--- config.mk ---
export PLATFORM = sky130hd
export DESIGN_NAME = chroma_key_ctrl
export DESIGN_NICKNAME = d
export VERILOG_FILES = /design/src/rtl/chroma_key_ctrl.sv
export SDC_FILE = /design/constraint.sdc
export NUM_CORES = 1
export LEC_CHECK = 0
export ABC_CLOCK_PERIOD_IN_PS = 2300
export CAP_MARGIN = 15
export CORE_ASPECT_RATIO = 0.75
export CORE_MARGIN = 4
export CORE_UTILIZATION = 55
export CTS_BUF_LIST = sky130_fd_sc_hd__clkbuf_16
export DETAILED_ROUTE_END_ITERATION = 6
export GPL_TIMING_DRIVEN = 0
export PLACE_DENSITY = 0.81
export SETUP_SLACK_MARGIN = 0.4
export SLEW_MARGIN = 20
export SYNTH_ARGS = -nofsm -noshare
export SYNTH_HDL_FRONTEND = slang
export SYNTH_SLANG_ARGS = --single-unit
--- constraint.sdc ---
create_clock -name clk -period 2.3 [get_ports clk]
set_input_delay 0.345 -clock clk [delete_from_list [all_inputs] [get_ports clk]]
set_output_delay 0.345 -clock clk [all_outputs]
set_load 0.01 [all_outputs]
--- src/rtl/chroma_key_ctrl.sv ---
// chroma_key_ctrl
// ----------------------------------------------------------------------------
// Configuration and calibration controller for the chroma-key mixer.
//
// The host writes the G_min / RG_max thresholds and the key enable into
// shadow registers. The shadows are copied to the live outputs only on a
// frame_start pulse, so a frame is always mixed with one consistent set.
//
// Auto-calibration averages 2^SAMPLE_LOG2 valid pixels of the green backdrop
// taken from a single frame. It derives new thresholds from the averages and
// writes them to the shadows. They go live at the next frame start, and
// calib_done pulses in the same cycle.
//
// Handshake: frame_start, calib_start and cfg_wr are single-cycle strobes
// sampled on the rising clock edge. rgb_data is used only in cycles where
// i_pixel_valid is high. There is no back-pressure, so every valid pixel
// seen while sampling is consumed.
//
// Ports:
//   clk, rst        pixel clock, asynchronous active-high reset
//   frame_start     one-cycle pulse at the start of each frame
//   i_pixel_valid   qualifies rgb_data
//   rgb_data        RGB565 camera pixel
//   cfg_wr          host write strobe
//   cfg_addr        0 = G_min, 1 = RG_max, 2 = ctrl (bit0 key_enable), 3 unused
//   cfg_wdata       host write data
//   calib_start     requests a calibration (ignored unless idle)
//   G_min, RG_max   live thresholds to the mixer
//   key_enable      live enable (mixer bypass when 0)
//   busy            high in any state other than IDLE
//   calib_done      one-cycle pulse when calibrated thresholds go live
//   dbg_state       current controller state, for observation only
// ----------------------------------------------------------------------------
module chroma_key_ctrl #(
    parameter int SAMPLE_LOG2 = 4,
    parameter int G_MARGIN    = 40,
    parameter int RB_MARGIN   = 40,
    parameter int G_MIN_RST   = 100,
    parameter int RG_MAX_RST  = 80
) (
    input  logic        clk,
    input  logic        rst,
    input  logic        frame_start,
    input  logic        i_pixel_valid,
    input  logic [15:0] rgb_data,
    input  logic        cfg_wr,
    input  logic [1:0]  cfg_addr,
    input  logic [7:0]  cfg_wdata,
    input  logic        calib_start,
    output logic [7:0]  G_min,
    output logic [7:0]  RG_max,
    output logic        key_enable,
    output logic        busy,
    output logic        calib_done,
    output logic [2:0]  dbg_state
);

    localparam int ACC_W = 8 + SAMPLE_LOG2;
    localparam int CNT_W = SAMPLE_LOG2 + 1;
    localparam logic [CNT_W-1:0] N_SAMPLES   = CNT_W'(1 << SAMPLE_LOG2);
    localparam logic [7:0]       G_MARGIN_B  = 8'(G_MARGIN);
    localparam logic [8:0]       RB_MARGIN_B = 9'(RB_MARGIN);

    typedef enum logic [2:0] {
        S_IDLE       = 3'd0,
        S_WAIT_FRAME = 3'd1,
        S_SAMPLE     = 3'd2,
        S_COMPUTE    = 3'd3,
        S_PENDING    = 3'd4
    } state_t;

    state_t           state_q;
    logic [7:0]       sh_g_min_q, sh_rg_max_q, g_min_q, rg_max_q;
    logic             sh_key_en_q, key_en_q, calib_done_q;
    logic [ACC_W-1:0] acc_g_q, acc_rb_q;
    logic [CNT_W-1:0] cnt_q;

    // Pixel decode and per-pixel contributions
    logic [7:0]       pix_r, pix_g, pix_b, pix_rb;
    logic [ACC_W-1:0] acc_g_d, acc_rb_d;
    logic [CNT_W-1:0] cnt_d;
    logic [7:0]       avg_g, avg_rb, g_min_d, rg_max_d;
    logic [8:0]       rb_sum;

    always_comb begin
        pix_r  = {rgb_data[15:11], 3'b000};
        pix_g  = {rgb_data[10:5],  2'b00};
        pix_b  = {rgb_data[4:0],   3'b000};
        pix_rb = (pix_r > pix_b) ? pix_r : pix_b;

        // A frame_start restarts the window from zero, and the pixel in that
        // same cycle (if valid) becomes sample 0.
        acc_g_d  = frame_start ? '0 : acc_g_q;
        acc_rb_d = frame_start ? '0 : acc_rb_q;
        cnt_d    = frame_start ? '0 : cnt_q;
        if (i_pixel_valid) begin
            acc_g_d  = acc_g_d  + ACC_W'(pix_g);
            acc_rb_d = acc_rb_d + ACC_W'(pix_rb);
            cnt_d    = cnt_d + 1'b1;
        end

        avg_g    = acc_g_q[ACC_W-1:SAMPLE_LOG2];
        avg_rb   = acc_rb_q[ACC_W-1:SAMPLE_LOG2];
        g_min_d  = (avg_g > G_MARGIN_B) ? (avg_g - G_MARGIN_B) : 8'd0;
        rb_sum   = {1'b0, avg_rb} + RB_MARGIN_B;
        rg_max_d = rb_sum[8] ? 8'hFF : rb_sum[7:0];
    end

    always_ff @(posedge clk or posedge rst) begin
        if (rst) begin
            state_q      <= S_IDLE;
            sh_g_min_q   <= 8'(G_MIN_RST);
            sh_rg_max_q  <= 8'(RG_MAX_RST);
            sh_key_en_q  <= 1'b0;
            g_min_q      <= 8'(G_MIN_RST);
            rg_max_q     <= 8'(RG_MAX_RST);
            key_en_q     <= 1'b0;
            calib_done_q <= 1'b0;
            acc_g_q      <= '0;
            acc_rb_q     <= '0;
            cnt_q        <= '0;
        end else begin
            calib_done_q <= 1'b0;

            // Live outputs only ever change here, on a frame boundary.
            if (frame_start) begin
                g_min_q  <= sh_g_min_q;
                rg_max_q <= sh_rg_max_q;
                key_en_q <= sh_key_en_q;
            end

            // Host writes are blocked only in COMPUTE, where the calibrated
            // values are being written to the same shadows.
            if (cfg_wr && state_q != S_COMPUTE) begin
                case (cfg_addr)
                    2'd0:    sh_g_min_q  <= cfg_wdata;
                    2'd1:    sh_rg_max_q <= cfg_wdata;
                    2'd2:    sh_key_en_q <= cfg_wdata[0];
                    default: ;
                endcase
            end

            case (state_q)
                S_IDLE: begin
                    if (calib_start) state_q <= S_WAIT_FRAME;
                end
                S_WAIT_FRAME: begin
                    if (frame_start) begin
                        acc_g_q  <= acc_g_d;
                        acc_rb_q <= acc_rb_d;
                        cnt_q    <= cnt_d;
                        state_q  <= (cnt_d == N_SAMPLES) ? S_COMPUTE : S_SAMPLE;
                    end
                end
                S_SAMPLE: begin
                    if (frame_start || i_pixel_valid) begin
                        acc_g_q  <= acc_g_d;
                        acc_rb_q <= acc_rb_d;
                        cnt_q    <= cnt_d;
                        if (cnt_d == N_SAMPLES) state_q <= S_COMPUTE;
                    end
                end
                S_COMPUTE: begin
                    sh_g_min_q  <= g_min_d;
                    sh_rg_max_q <= rg_max_d;
                    sh_key_en_q <= 1'b1;
                    state_q     <= S_PENDING;
                end
                S_PENDING: begin
                    if (frame_start) begin
                        calib_done_q <= 1'b1;
                        state_q      <= S_IDLE;
                    end
                end
                default: state_q <= S_IDLE;
            endcase
        end
    end

    assign G_min      = g_min_q;
    assign RG_max     = rg_max_q;
    assign key_enable = key_en_q;
    assign calib_done = calib_done_q;
    assign busy       = (state_q != S_IDLE);
    assign dbg_state  = state_q;

endmodule

After elaboration in Yosys (flattened, before gate mapping)
Index checks and enable logic that the tools add are counted.

word-level totals
  logic and storage cells = 82
  input port bits = 32
  flip-flop bits (word level) = 67
  output and inout port bits = 22

cells by class
  reductions and logical operators = 15
  equality and inequality tests = 13
  $add $sub $neg = 5
  multiplexer cells = 36
  $lt $le $gt $ge = 2

operators by type and width
  operator                                                        count
  two-way mux 12 bit                                              8
  two-way mux 8 bit                                               9
  case mux 12 bit (2 select lines)                                2
  adder 12 x 8 -> 12 bit                                          2
  two-way mux 5 bit                                               4
  two-way mux 3 bit                                               5
  case mux 3 bit (5 select lines)                                 1
  inequality test 2 bit (second input constant)                   5
  case mux 5 bit (2 select lines)                                 1
  nonzero test 2 bit                                              5
  adder 8 x 6 -> 9 bit (second input constant)                    1
  greater-than comparator 8 x 6 -> 1 bit (second input constant)  1
  greater-than comparator 8 bit                                   1
  subtractor 8 x 6 -> 8 bit (second input constant)               1
  == test 3 x 2 -> 1 bit (second input constant)                  2
  two-way mux 1 bit                                               6
  AND reduction 2 bit                                             3
  adder 5 x 1 -> 5 bit (second input constant)                    1
  == test 5 bit (second input constant)                           1
  AND reduction 5 bit                                             1
  == test 3 x 1 -> 1 bit (second input constant)                  1
  == test 3 bit (second input constant)                           1
  logical NOT 3 bit                                               1
  inequality test 3 x 2 -> 1 bit (second input constant)          1
  7 further kinds                                                 7

Longest topological paths before layout
  depth after elaboration = 7
  mapped depth = 14
  gate-level depth less buffers = 14

Least setup slack after synthesis
Ideal clock, no wire load.

  kind = in2reg
  start point = input port rgb_data[1]
  end point = register acc_rb_q[11]
  setup slack = -0.719 ns
  cell stages on the path = 14
  arrival time = 2.940 ns
  setup time = 0.079 ns
  cell sequence = inv_1 -> ha_1 -> nor2b_1 -> o211ai_1 -> nand3b_1 -> o21ai_1 -> mux2_2 -> ha_1 -> fa_1 -> a21o_1 -> a21oi_1 -> o21bai_1 -> nand3_1 -> xor2_1

between the ends
  longest elaborated chain between the ends = 6
  elaborated cells between the ends (all ways) = 7

ends and longest elaborated chain
  what                                   RTL line  RTL
  start: declaration                     45        input logic [15:0] rgb_data,
  greater-than comparator 8 bit          89        pix_rb = (pix_r > pix_b) ? pix_r : pix_b;
  two-way mux 8 bit (*)                  89
  adder 12 x 8 -> 12 bit (*)             98        acc_rb_d = acc_rb_d + ACC_W'(pix_rb);
  two-way mux 12 bit (*)                 96        if (i_pixel_valid) begin
  two-way mux 12 bit (on tied branches)  156, 148
  case mux 12 bit (2 select lines) (*)   143       case (state_q)
  end signal: assignment                 150       acc_rb_q <= acc_rb_d;
  end signal: assignment                 158       acc_rb_q <= acc_rb_d;
  end: declaration                       75        logic [ACC_W-1:0] acc_g_q, acc_rb_q;

Every way passes the cells marked *; elsewhere a longest branch is shown, timed or not. The select of a mux whose other input is x is not followed.
A chain may end at the register's enable or synchronous reset.

Worst setup path after layout
  start point = input port rgb_data[3]
  end point = register acc_rb_q[11]

The elaborated chain is that of the path after synthesis.

==> impl_metrics.json <==
{
  "pwr-share-seq": 0.345,
  "wl_um": 9570,
  "clk_latency_ns": 0.33,
  "synth_area_um2": 3620,
  "die_y_um": 78.3,
  "rsz0062_at_grt": "true",
  "antenna_found_initial": 0,
  "async_flop_share": 1.00,
  "ys_top_cells_by_area": "dfrtp_1, dfstp_2, mux2_2",
  "period_needed_ns": 2.76,
  "globalplace.congestion": 0.866,
  "fmax_ghz": 0.362,
  "coreArea_um2": 6350,
  "vias": 3185,
  "grtUsageTotal": 0.250,
  "clockRootBuffer": "clkbuf_16",
  "cp.arrival_ns": 3.01,
  "grt_pass1_vias": 3183,
  "hpwl_um": 6310,
  "skew_ns": 0.00585,
  "synthFlopType": "dfrtp_1",
  "layout_setup_ws_ns": -0.465,
  "p_leak_nw": 2.14,
  "rows": 25,
  "cts.sinks": 62,
  "areaGrowthSynthToFinish_pct": 36.1,
  "io_pins": 54,
  "seq_area_frac_synth": 0.432,
  "die_w_um": 102,
  "wl_per_cell_um": 17.7,
  "synth_area_per_cell_um2": 9.69,
  "clkSlewWorstSetupHoldPaths_ns": 0.05,
  "synth_largest_area_cell": "dfrtp_1",
  "powerDensity_nw_per_um2": 1080,
  "synth_seq_cells": 62,
  "drc": 5,
  "hold_class": "in -> async",
  "violations": "DRC, setup timing",
  "power_w": 0.00535,
  "p_int_w": 0.00352,
  "yosys_warnings": 0,
  "yosysTopAreaCellShare": 0.359,
  "nets": 506,
  "cts_tree": "done",
  "maxCapViolCount": 0,
  "pre_cts_slack_ns": -1.32,
  "viasPerCell": 5.91,
  "grt_pass1_wl_um": 15500,
  "drv_slew": 0,
  "cp-start-kind": "input pin",
  "holdBufCountCts": 0,
  "clkPwrFrac": 0.242,
  "synth_edf_count": 0,
  "postRouteAntennaNets": 0,
  "swShare": 0.341,
  "hold_viol": 0,
  "crit_required_ns": 2.55,
  "io_buffers": 52,
  "numCtsBuffers": 9,
  "cts_max_path_buffers": 2,
  "drive_gt1_frac": 0.266,
  "crit_fanout": 4,
  "grt_max_degree": 33,
  "p_sw_w": 0.00182,
  "finalSetupViolCount": 8,
  "start_util": 0.571,
  "peakVddDrop_mv": 0.819,
  "grt_overflow": 0,
  "max_slew_margin": 0.585,
  "worstMarginPinSlew_ns": 0.623,
  "p_comb_frac": 0.413,
  "syn_inst": 374,
  "path_class": "in -> reg",
  "status": "finished, violations left",
  "diodes": 0,
  "htree_levels": 3,
  "critPathCaptureType": "register",
  "post-route-period-util": 1.20,
  "dr.first_iter.drc_count": 259,
  "synth_nets": 427,
  "ys_types": 55,
  "drtPass1Iterations": 7,
  "die_area_um2": 7960
}
==> worst max-delay path: stages <==
cell           delay, ns
dlygate4sd2_1       0.25
inv_2               0.06
ha_4                0.24
o211ai_1            0.09
nand3b_1            0.17
o21ai_4             0.26
mux2_4              0.34
ha_4                0.17
fa_2                0.35
a21o_1              0.19
a21oi_2             0.17
o21bai_1            0.11
nand3_1             0.11
xor2_1              0.16
==> cell type report <==
class                           instances  area [um2]
Multi-Input combinational cell        279        2140
Sequential cell                        62        1560
Fill cell                             410        1420
Timing Repair Buffer                   68         649
Clock buffer                            9         225
Buffer                                 17         128
Tap cell                               81         101
Inverter                               16        67.6
Clock inverter                          7        57.6
==> path summary, 6_finish.rpt <==
| kind | cells past startpoint | slack, ns | end | start |
|---|---|---|---|---|
| setup / recovery | 14 | -0.46 | acc_rb_q[11]$_DFFE_PP0P_ | rgb_data[3] |
| hold / removal | 2 | 0.37 | G_min[1]$_DFFE_PP0P_ | rst |
| setup reg to reg | 8 | 0.30 | acc_rb_q[10]$_DFFE_PP0P_ | acc_rb_q[4]$_DFFE_PP0P_ |
| hold reg to reg | 2 | 0.47 | acc_rb_q[3]$_DFFE_PP0P_ | acc_rb_q[3]$_DFFE_PP0P_ |
| max in group asynchronous | 3 | 1.38 | sh_rg_max_q[4]$_DFFE_PP1P_ | rst |
| min in group clk | 5 | 0.42 | cnt_q[2]$_DFFE_PP0P_ | i_pixel_valid |
==> layer usage <==
| layer | vias to the layer above | GRT usage | wire (um) |
|---|---|---|---|
| met5 | - | 0 | 0 |
| met1 | 1538 | 0.355 | 4150 |
| met4 | 0 | 0.0837 | 173 |
| met2 | 140 | 0.386 | 4500 |
| li1 | 1486 | - | - |
| met3 | 21 | 0.0426 | 748 |
==> cells in the final DEF (no fill, tap or decap), types with 11 or more instances in the layout <==
cell type,instances
nor2_1,22
xor2_1,11
dfrtp_1,52
mux2_2,21
nand2_1,52
inv_1,11
a21oi_1,16
o21ai_0,16
clkdlybuf4s50_1,38
ha_4,11
buf_4,18
==> per-stage QoR <==
step,TNS [ns],hold WS [ns],util,cell area (um2),instances
finish,-2.93,0.373,0.777,4930,539
global route,-3.95,0.418,0.777,4930,539
global placement,-46.21,0.443,0.682,4330,507
floorplan,-2.71,0.431,-,3710,374
detailed placement,-12.12,0.450,0.685,4350,508
CTS,-2.09,0.399,0.758,4820,532
==> kinds of logic after synthesis <==
group                    synth area share
AND/OR/NAND/NOR                     0.162
AO/OA/AOI/OAI                       0.162
flip-flops                          0.432
buffers and inverters              0.0435
multiplexers                       0.0825
adder cells (fa/ha/maj)            0.0767
XOR/XNOR                           0.0411
==> power groups by stage <==
stage | Clock (W) | Combinational [W] | Sequential, W
2_1_floorplan | 0 | 0.00121 | 0.00187
3_3_place_gp | 0 | 0.00195 | 0.00184
3_5_place_dp | 0 | 0.00200 | 0.00186
4_1_cts | 0.00129 | 0.00211 | 0.00184
5_1_grt | 0.00134 | 0.00241 | 0.00190
6_report | 0.00129 | 0.00221 | 0.00185
==> what timing repair did <==
| item | in CTS | in global routing |
|---|---|---|
| pin swaps | 24 | 19 |
| gates resized for setup | 52 | 18 |
| setup buffers | 8 | 7 |
| setup endpoints to repair | 21 | 19 |
==> Yosys cell counts, types with 3 or more instances <==
library cell and n:
nand3b_1 3, mux2_2 23, o22ai_1 5, a22oi_1 3, a31oi_1 5, xor2_1 11, a21oi_1 18, dfstp_2 10
nand3_1 9, mux2i_1 4, dfrtp_1 52, buf_4 3, nor2b_1 14, o211ai_1 6, a211oi_1 3, inv_1 15
nand2_1 53, nand4_1 3, ha_1 19, o31ai_1 4, a21o_1 5, buf_2 6, clkbuf_1 5, o21ai_0 21
nor2_1 23, nand2b_1 3, xnor2_1 6, o21a_1 7
==> flip-flops by register name, summed over array words and instances (netlist names), 3 cells and up <==
name / flops
G_min: 8
cnt_q: 5
RG_max: 8
dbg_state: 3
sh_rg_max_q: 8
acc_rb_q: 9
sh_g_min_q: 8
acc_g_q: 10
No activity file was read; power rests on OpenSTA's default activity.
